===== config.mk =====
export PLATFORM = sky130hd
export DESIGN_NAME = control_unit
export DESIGN_NICKNAME = d
export VERILOG_FILES = /design/src/rtl/control_unit_pkg.sv /design/src/rtl/dac_level_reg.sv /design/src/rtl/control_unit.sv
export SDC_FILE = /design/constraint.sdc
export NUM_CORES = 1
export LEC_CHECK = 0
export ABC_AREA = 1
export CORE_MARGIN = 2
export CORE_UTILIZATION = 44
export DETAILED_ROUTE_END_ITERATION = 7
export PLACE_DENSITY = 0.85
export REMOVE_ABC_BUFFERS = 1
export SETUP_SLACK_MARGIN = 0.15
export SLEW_MARGIN = 5
export SYNTH_ARGS = -nofsm -noshare
export SYNTH_HDL_FRONTEND = slang
export SYNTH_SLANG_ARGS = --single-unit

===== constraint.sdc =====
create_clock -name clk -period 4.1 [get_ports clk]
set_clock_uncertainty 0.2 [all_clocks]
set_input_delay 0.82 -clock clk [delete_from_list [all_inputs] [get_ports clk]]
set_output_delay 0.82 -clock clk [all_outputs]
set_load 0.02 [all_outputs]

===== src/rtl/control_unit_pkg.sv =====
// Shared types and widths for the ultrasonic front-end control unit.
// The DAC step helper keeps the amount-to-code scaling in one place.
package control_unit_pkg;

   typedef enum logic {OFF = 1'b0, ON = 1'b1} cu_state_t;

   localparam int DATA_W    = 25;
   localparam int DAC_W     = 12;
   localparam int AMT_W     = 8;
   localparam int DAC_SHIFT = 4;

   localparam logic [DAC_W-1:0] DAC_MAX = 12'hFFF;

   // One amount unit equals 16 DAC codes; 8 + 4 bits fill the 12-bit DAC exactly.
   function automatic logic [DAC_W-1:0] dac_step(input logic [AMT_W-1:0] amount);
      return {amount, {DAC_SHIFT{1'b0}}};
   endfunction

endpackage


===== src/rtl/dac_level_reg.sv =====
// Saturating DAC power-level accumulator with rising-edge detection on the
// increase/decrease orders and a synchronous clear while the unit is off.
module dac_level_reg
   import control_unit_pkg::*;
(
   input  logic             clk,
   input  logic             rst_n,
   input  logic             i_clear,
   input  logic             i_inc,
   input  logic             i_dec,
   input  logic [AMT_W-1:0] i_amount,
   output logic [DAC_W-1:0] o_level
);

   logic             r_inc_d;
   logic             r_dec_d;
   logic [DAC_W-1:0] r_level;

   logic             w_inc_rise;
   logic             w_dec_rise;
   logic [DAC_W-1:0] w_step;
   logic [DAC_W:0]   w_sum;
   logic [DAC_W:0]   w_diff;
   logic [DAC_W-1:0] w_level_nxt;

   assign w_inc_rise = i_inc & ~r_inc_d;
   assign w_dec_rise = i_dec & ~r_dec_d;
   assign w_step     = dac_step(i_amount);

   // Extra MSB on both paths: carry means overflow, borrow means underflow.
   assign w_sum  = {1'b0, r_level} + {1'b0, w_step};
   assign w_diff = {1'b0, r_level} - {1'b0, w_step};

   always_comb begin
      w_level_nxt = r_level;
      if (i_clear) begin
         w_level_nxt = '0;
      end else if (w_inc_rise && !w_dec_rise) begin
         w_level_nxt = w_sum[DAC_W] ? DAC_MAX : w_sum[DAC_W-1:0];
      end else if (w_dec_rise && !w_inc_rise) begin
         w_level_nxt = w_diff[DAC_W] ? '0 : w_diff[DAC_W-1:0];
      end
   end

   always_ff @(posedge clk or negedge rst_n) begin
      if (!rst_n) begin
         r_inc_d <= 1'b0;
         r_dec_d <= 1'b0;
         r_level <= '0;
      end else begin
         r_inc_d <= i_inc;
         r_dec_d <= i_dec;
         r_level <= w_level_nxt;
      end
   end

   assign o_level = r_level;

endmodule


===== src/rtl/control_unit.sv =====
// Central control unit: on/off state, DAC level control and buffer-to-AXI
// transfer. All outputs are registered from the next-state decision.
//
//   state | meaning
//   OFF   | idle; DAC and AXI word forced to 0, no transfer, no_order high
//   ON    | DAC adjustable, transfers run while rec_en=1 and sendEnable=0
module control_unit
   import control_unit_pkg::*;
(
   input  logic              clk,
   input  logic              rst_n,
   input  logic              ValidSignal,
   input  logic              onSignal,
   input  logic              offSignal,
   input  logic              increaseSignal,
   input  logic              decreaseSignal,
   input  logic [AMT_W-1:0]  AmountSignal,
   input  logic              sendEnable,
   input  logic              rec_en,
   input  logic [DATA_W-1:0] buf_in,
   output logic              send_enB,
   output logic              sending,
   output logic [DATA_W-1:0] AXI_OUT,
   output logic              no_order,
   output logic [DAC_W-1:0]  outputDAC
);

   cu_state_t         r_state;
   cu_state_t         w_state_nxt;
   logic              r_send_enB;
   logic              r_sending;
   logic              r_no_order;
   logic [DATA_W-1:0] r_axi;

   logic              w_on_cmd;
   logic              w_off_cmd;
   logic              w_xfer;
   logic              w_sending_nxt;
   logic              w_no_order_nxt;
   logic [DATA_W-1:0] w_axi_nxt;
   logic [DAC_W-1:0]  w_dac_level;

   assign w_off_cmd = ValidSignal & offSignal;
   assign w_on_cmd  = ValidSignal & onSignal & ~offSignal;

   always_comb begin
      w_state_nxt    = r_state;
      w_sending_nxt  = 1'b0;
      w_axi_nxt      = r_axi;
      w_no_order_nxt = 1'b1;
      w_xfer         = 1'b0;

      if (w_off_cmd) begin
         w_state_nxt = OFF;
      end else if (w_on_cmd) begin
         w_state_nxt = ON;
      end

      // Outputs follow the state being entered, so an off order drops a
      // transfer on the same edge and an on order can start one.
      case (w_state_nxt)
         OFF: begin
            w_axi_nxt = '0;
         end
         ON: begin
            w_no_order_nxt = 1'b0;
            w_xfer         = rec_en & ~sendEnable;
            if (w_xfer) begin
               w_sending_nxt = 1'b1;
               w_axi_nxt     = buf_in;
            end
         end
         default: begin
            w_axi_nxt = '0;
         end
      endcase
   end

   always_ff @(posedge clk or negedge rst_n) begin
      if (!rst_n) begin
         r_state    <= OFF;
         r_send_enB <= 1'b0;
         r_sending  <= 1'b0;
         r_no_order <= 1'b1;
         r_axi      <= '0;
      end else begin
         r_state    <= w_state_nxt;
         r_send_enB <= w_sending_nxt;
         r_sending  <= w_sending_nxt;
         r_no_order <= w_no_order_nxt;
         r_axi      <= w_axi_nxt;
      end
   end

   dac_level_reg u_dac_level_reg (
      .clk      (clk),
      .rst_n    (rst_n),
      .i_clear  (w_state_nxt == OFF),
      .i_inc    (ValidSignal & increaseSignal),
      .i_dec    (ValidSignal & decreaseSignal),
      .i_amount (AmountSignal),
      .o_level  (w_dac_level)
   );

   assign send_enB  = r_send_enB;
   assign sending   = r_sending;
   assign AXI_OUT   = r_axi;
   assign no_order  = r_no_order;
   assign outputDAC = w_dac_level;

endmodule


# ---- Word level (Yosys, flattened, before mapping)
# Index checks and enable logic that the tools add are counted.
dict set report word_totals {
  latch_bits 0
  inputBits 42
  out_inout_bits 40
  mem_bits_rw 0
  n_memories 0
  rom_bits 0
  reg_bits 42
  word_cells 40
}
dict set report op_classes {
  n_mux 12
  magnitude_cmp 0
  mul 0
  bitwise 13
  n_eq_ne 2
  n_addsub 2
  shift 0
  n_reduce_logical 4
  div 0
}
# cell n
set ops {}
lappend ops {{12-bit two-way mux} 5}
lappend ops {{25-bit one-hot mux with 2 select lines} 1}
lappend ops {{25-bit two-way mux} 1}
lappend ops {{12-bit by 12-bit adder with 13-bit output} 1}
lappend ops {{12-bit by 12-bit subtractor with 13-bit output} 1}
lappend ops {{1-bit AND} 8}
lappend ops {{1-bit two-way mux} 5}
lappend ops {{1-bit inverter} 5}
lappend ops {{3-bit by 1-bit inequality test with 1-bit output, second input constant} 1}
lappend ops {{1-bit logical AND} 2}
lappend ops {{1-bit logical NOT} 2}
lappend ops {{2-bit by 1-bit inequality test with 1-bit output, second input constant} 1}

# ---- Logic depth before layout (Yosys ltp)
dict set report depth {
  depth_word 7
  depth_mapped 13
  depth_no_buf 13
}

# ---- By module
# A second synthesis with hierarchy kept.
dict set report unflattened {
  hier_cells 348
  hier_area_um2 2623.8
}
# module area_each_um2 cells_per_inst instances
set modules_own_cells {}
lappend modules_own_cells {dac_level_reg 1353.8 215 1}
lappend modules_own_cells {control_unit 1270.0 133 1}

# ---- Worst setup path before layout
# OpenSTA, ideal clock, no wires.
dict set report synth_timing {
  path_kind {input to register}
  from {in AmountSignal[0]}
  to {reg u_dac_level_reg.r_level[10] (netlist: u_dac_level_reg.o_level[10])}
  stages 10
  arrival_time_ns 2.059
  slack_ns 1.723
  path_buffers 0
  setup_time_ns 0.117
  cell_sequence {ha_1 fa_1 inv_1 o21ai_0 nand3b_1 nand2_1 nor2_4 nand2_1 nand3_1 nand2_1}
}
dict set report synth_via {
  elab_chain_cells 5
  word_cells_on_any_way 7
  cone_classes {add/sub (2); mux (5)}
}
# item line_no
set synth_rtl {}
lappend synth_rtl {{start: declaration} control_unit.sv:17} ;# input logic [AMT_W-1:0] AmountSignal,
lappend synth_rtl {{12-bit by 12-bit subtractor with 13-bit output} dac_level_reg.sv:32} ;# assign w_diff = {1'b0, r_level} - {1'b0, w_step};
lappend synth_rtl {{12-bit two-way mux} dac_level_reg.sv:41} ;# w_level_nxt = w_diff[DAC_W] ? '0 : w_diff[DAC_W-1:0];
lappend synth_rtl {{12-bit two-way mux} dac_level_reg.sv:40} ;# end else if (w_dec_rise && !w_inc_rise) begin
lappend synth_rtl {{12-bit two-way mux *} dac_level_reg.sv:38} ;# end else if (w_inc_rise && !w_dec_rise) begin
lappend synth_rtl {{12-bit two-way mux *} dac_level_reg.sv:36} ;# if (i_clear) begin
lappend synth_rtl {{end signal: assignment} dac_level_reg.sv:53} ;# r_level <= w_level_nxt;
lappend synth_rtl {{end: declaration} dac_level_reg.sv:17} ;# logic [DAC_W-1:0] r_level;
# Every way passes the cells marked *; elsewhere a longest branch is shown, timed or not. The select of a mux whose other input is x is not followed.
# A chain may end at the register's enable or synchronous reset.

# ---- Final worst setup path
# Same ends and word-level chain as after synthesis.

==> impl_metrics.csv <==
group,metric,value,unit
clocking,clk_latency,0.28,ns
layout,utilization,0.625,
timing,slew_violations,0,
layout,fin_nets,482,
clocking,cts.repair.resized,0,
floorplan,pin_count,82,
grt,grt_start_max_net_pins,40,
setup_path,crit_slowest_cell,"clkdlybuf4s50_1",
setup_path,path_cells,"clkdlybuf4s50_1 > ha_1 > fa_1 > inv_1 > o21ai_0 > nand3b_1 > nand2_1 > nor2_4 > nand2_1 > nand3_1 > nand2_1",
placement,gp_congestion,0.853,
yosys,synth_top_cell_by_area,"dfrtp_1",
yosys,ys_ff_latch,39,
detailed_routing,vias_per_cell,4.84,
detailed_routing,drt_iter0_markers,116,
timing,grt_setup_unrepaired,"false",
timing,timing.fmax,365,MHz
yosys,synth_compound_area_frac,0.0399,
floorplan,fp.dieArea,6330,um^2
timing,layout_setup_ws,1.36,ns
yosys,synth_area_per_cell,7.28,um^2
clocking,cts_setup_buffers,0,
yosys,synth.area.mux_share,0,
clocking,cts_made_buffers,5,
placement,placed_area,3330,um^2
power,power_frac_clock,0.342,
setup_path,ff2ff_setup_slack,2.00,ns
layout,syn_to_final_growth,37.1,%
flow_run,maxCapViolCount,0,
detailed_routing,wl_per_cell,12.5,um
grt,grt_pass1_wl,10.4,mm
setup_path,path_class,"input port to flip-flop",
setup_path,timing.rr.end,"u_dac_level_reg.o_level[10]$_DFFE_PN0P_",
timing,fin_crit_sh,0.667,
floorplan,fp-row-count,27,
power,powerDensity,279,nW/um^2
detailed_routing,wirelength,6.16,mm
grt,grt_pass1_vias,2377,
yosys,synthSimpleGateAreaFrac,0.352,
clocking,ctsLongestPathBuffers,2,
yosys,synth.distinct_cells,30,
timing,hold_viol_final,0,
timing,relSlewSlack,0.430,
layout,drive_gt1_frac,0.0640,
timing,setup-violations-final,0,
grt,track_usage,0.207,
yosys,synth_top_family_by_area,"simple AND/OR/NAND/NOR gates",
power,power_leakage,1.84,nW
power,p_seq_frac,0.432,
placement,dp_hpwl,4.77,mm
power,ir_drop,0.227,mV
setup_path,rr_startpoint,"u_dac_level_reg.o_level[4]$_DFFE_PN0P_",
grt,grt_overflow_total,0,
grt,antenna_found_initial,0,
setup_path,worstSetupStartpointType,"input port",
placement,pre_cts_slack,1.07,ns
min_path,hp-class,"flip-flop to flip-flop",
min_path,worstHoldPathCells,2,
yosys,synthXorXnorAreaFrac,0.0140,
power,comb_power_share,0.226,
floorplan,core_area,5510,um^2
layout,layout_common_cells,"132 x nand2_1, 80 x clkdlybuf4s50_1, 47 x nand3_1, 39 x inv_1, 38 x dfrtp_1",
power,switching_share,0.273,
floorplan,start_util,0.456,
clocking,ctsHoldBuffers,0,
yosys,yosysTopAreaCellShare,0.379,
detailed_routing,antenna_left,0,
setup_path,worstPathMaxFanout,5,
detailed_routing,drc_errors,0,
setup_path,crit_top_cell,"nand2_1",
yosys,synthesis.area,2510,um^2
power,switching_power,0.263,mW
clocking,cts_max_level,2,
yosys,synth_area_leaders,"dfrtp_1 38%, nand2_1 20%, nand3_1 9.4%, ha_1 8.5%, inv_1 5.8%",
yosys,netlist_instances,345,
layout,layout_commonest_cell,"nand2_1",
status,status,"complete, no violations",
detailed_routing,vias,2392,
setup_path,cp.required,4.08,ns
timing,min_period,2.74,ns
detailed_routing,first_pass_iters,5,
min_path,hold_end,"AXI_OUT[6]$_DFFE_PN0P_",
layout,nFillCells,495,
timing,worst_pin_slew,0.855,ns
yosys,synthAdderAreaFrac,0.101,
min_path,min_from,"AXI_OUT[6]$_DFFE_PN0P_",
setup_path,worstPathArrival,2.71,ns
clocking,cts_tree,"built",
floorplan,die_w,79.5,um
clocking,root_buffer,"clkbuf_8",
yosys,ys_seq_area_frac,0.389,
clocking,clkSinkCount,39,
layout,stdcell_area,3440,um^2
setup_path,end_kind,"flip-flop",
floorplan,die_h,79.5,um
yosys,yosysWarnings,0,
power,p_int,0.698,mW
clocking,path_clk_slew,0.08,ns
layout,n_antenna_cell,0,
setup_path,r2r_cells,12,
setup_path,slowest_delay,0.45,ns
placement,io_buffers,81,
timing,final.setup.tns,0,ns
[per-stage QoR]
| step | hold WS (ns) | instances | total power [mW] |
|---|---|---|---|
| floorplan | 0.324 | 332 | 0.530 |
| CTS | 0.308 | 494 | 0.971 |
| global route | 0.334 | 494 | 1.01 |
| global placement | 0.279 | 486 | 0.636 |
| detailed placement | 0.290 | 486 | 0.641 |
| finish | 0.301 | 494 | 0.960 |
[area by class of cell]
type                    instances  area [um^2]  share of cell area
multi-input cells             247         1270               0.370
inverters                      46          173              0.0501
flip-flops and latches         39          977               0.284
well taps                      72         90.1              0.0262
repair buffers                 82          813               0.236
clock buffers                   6         82.6              0.0240
clock inverters                 2         35.0              0.0102
[per-layer routing]
layer / wire length (um) / vias to the layer above / track usage
li1: - / 1208 / -
met1: 2500 / 1102 / 0.240
met2: 3040 / 76 / 0.366
met3: 551 / 6 / 0.0645
met4: 57 / 0 / 0.0586
met5: 0 / - / 0
[logic make-up after synthesis]
kind of cell,count (synthesis)
simple gates,207
buf+inv,59
compound gates,17
fa+ha+maj,19
xor+xnor,4
flops,39
[cell usage after synthesis, drive strengths merged]
cell type / instances
nand3b: 2
ha: 17
nand2: 134
a21o: 1
xor2: 4
dfstp: 1
nand3: 48
nor2: 19
or2: 3
o21ai: 6
buf: 11
o21bai: 2
dfrtp: 38
fa: 2
inv: 44
clkinv: 2
a21oi: 8
nand4: 1
clkbuf: 2
[sequential cells by signal (all words and copies together), names as in the netlist]
name	count
sending	1
u_dac_level_reg.r_dec_d	1
u_dac_level_reg.r_inc_d	1
r_state	1
AXI_OUT	25
u_dac_level_reg.o_level	9
no_order	1
[power groups by stage]
stage	Clock (mW)	Combinational [mW]	Sequential [mW]
2_1_floorplan	0	0.0871	0.443
3_3_place_gp	0	0.215	0.422
3_5_place_dp	0	0.219	0.422
4_1_cts	0.337	0.219	0.415
5_1_grt	0.353	0.241	0.417
6_report	0.328	0.217	0.415
[worst max-delay path, delay by kind of cell]
| kind | cells | cell delay, ns |
|---|---|---|
| AO/OA/AOI/OAI | 1 | 0.12 |
| adder cells (fa/ha/maj) | 2 | 0.65 |
| buffers and inverters | 2 | 0.51 |
| AND/OR/NAND/NOR | 6 | 0.60 |
[how the worst max path moves through the flow]
stage	depth (start not counted)	start	slack (ns)	endpoint
detailed placement	11	AmountSignal[0]	1.07	u_dac_level_reg.o_level[10]$_DFFE_PN0P_
finish	11	AmountSignal[0]	1.36	u_dac_level_reg.o_level[10]$_DFFE_PN0P_
CTS	11	AmountSignal[0]	1.38	u_dac_level_reg.o_level[10]$_DFFE_PN0P_
floorplan	10	AmountSignal[0]	1.72	u_dac_level_reg.o_level[11]$_DFFE_PN0P_
global placement	11	AmountSignal[0]	1.14	u_dac_level_reg.o_level[11]$_DFFE_PN0P_
global route	11	AmountSignal[0]	1.20	u_dac_level_reg.o_level[6]$_DFFE_PN0P_
(Power assumes the default switching activity.)
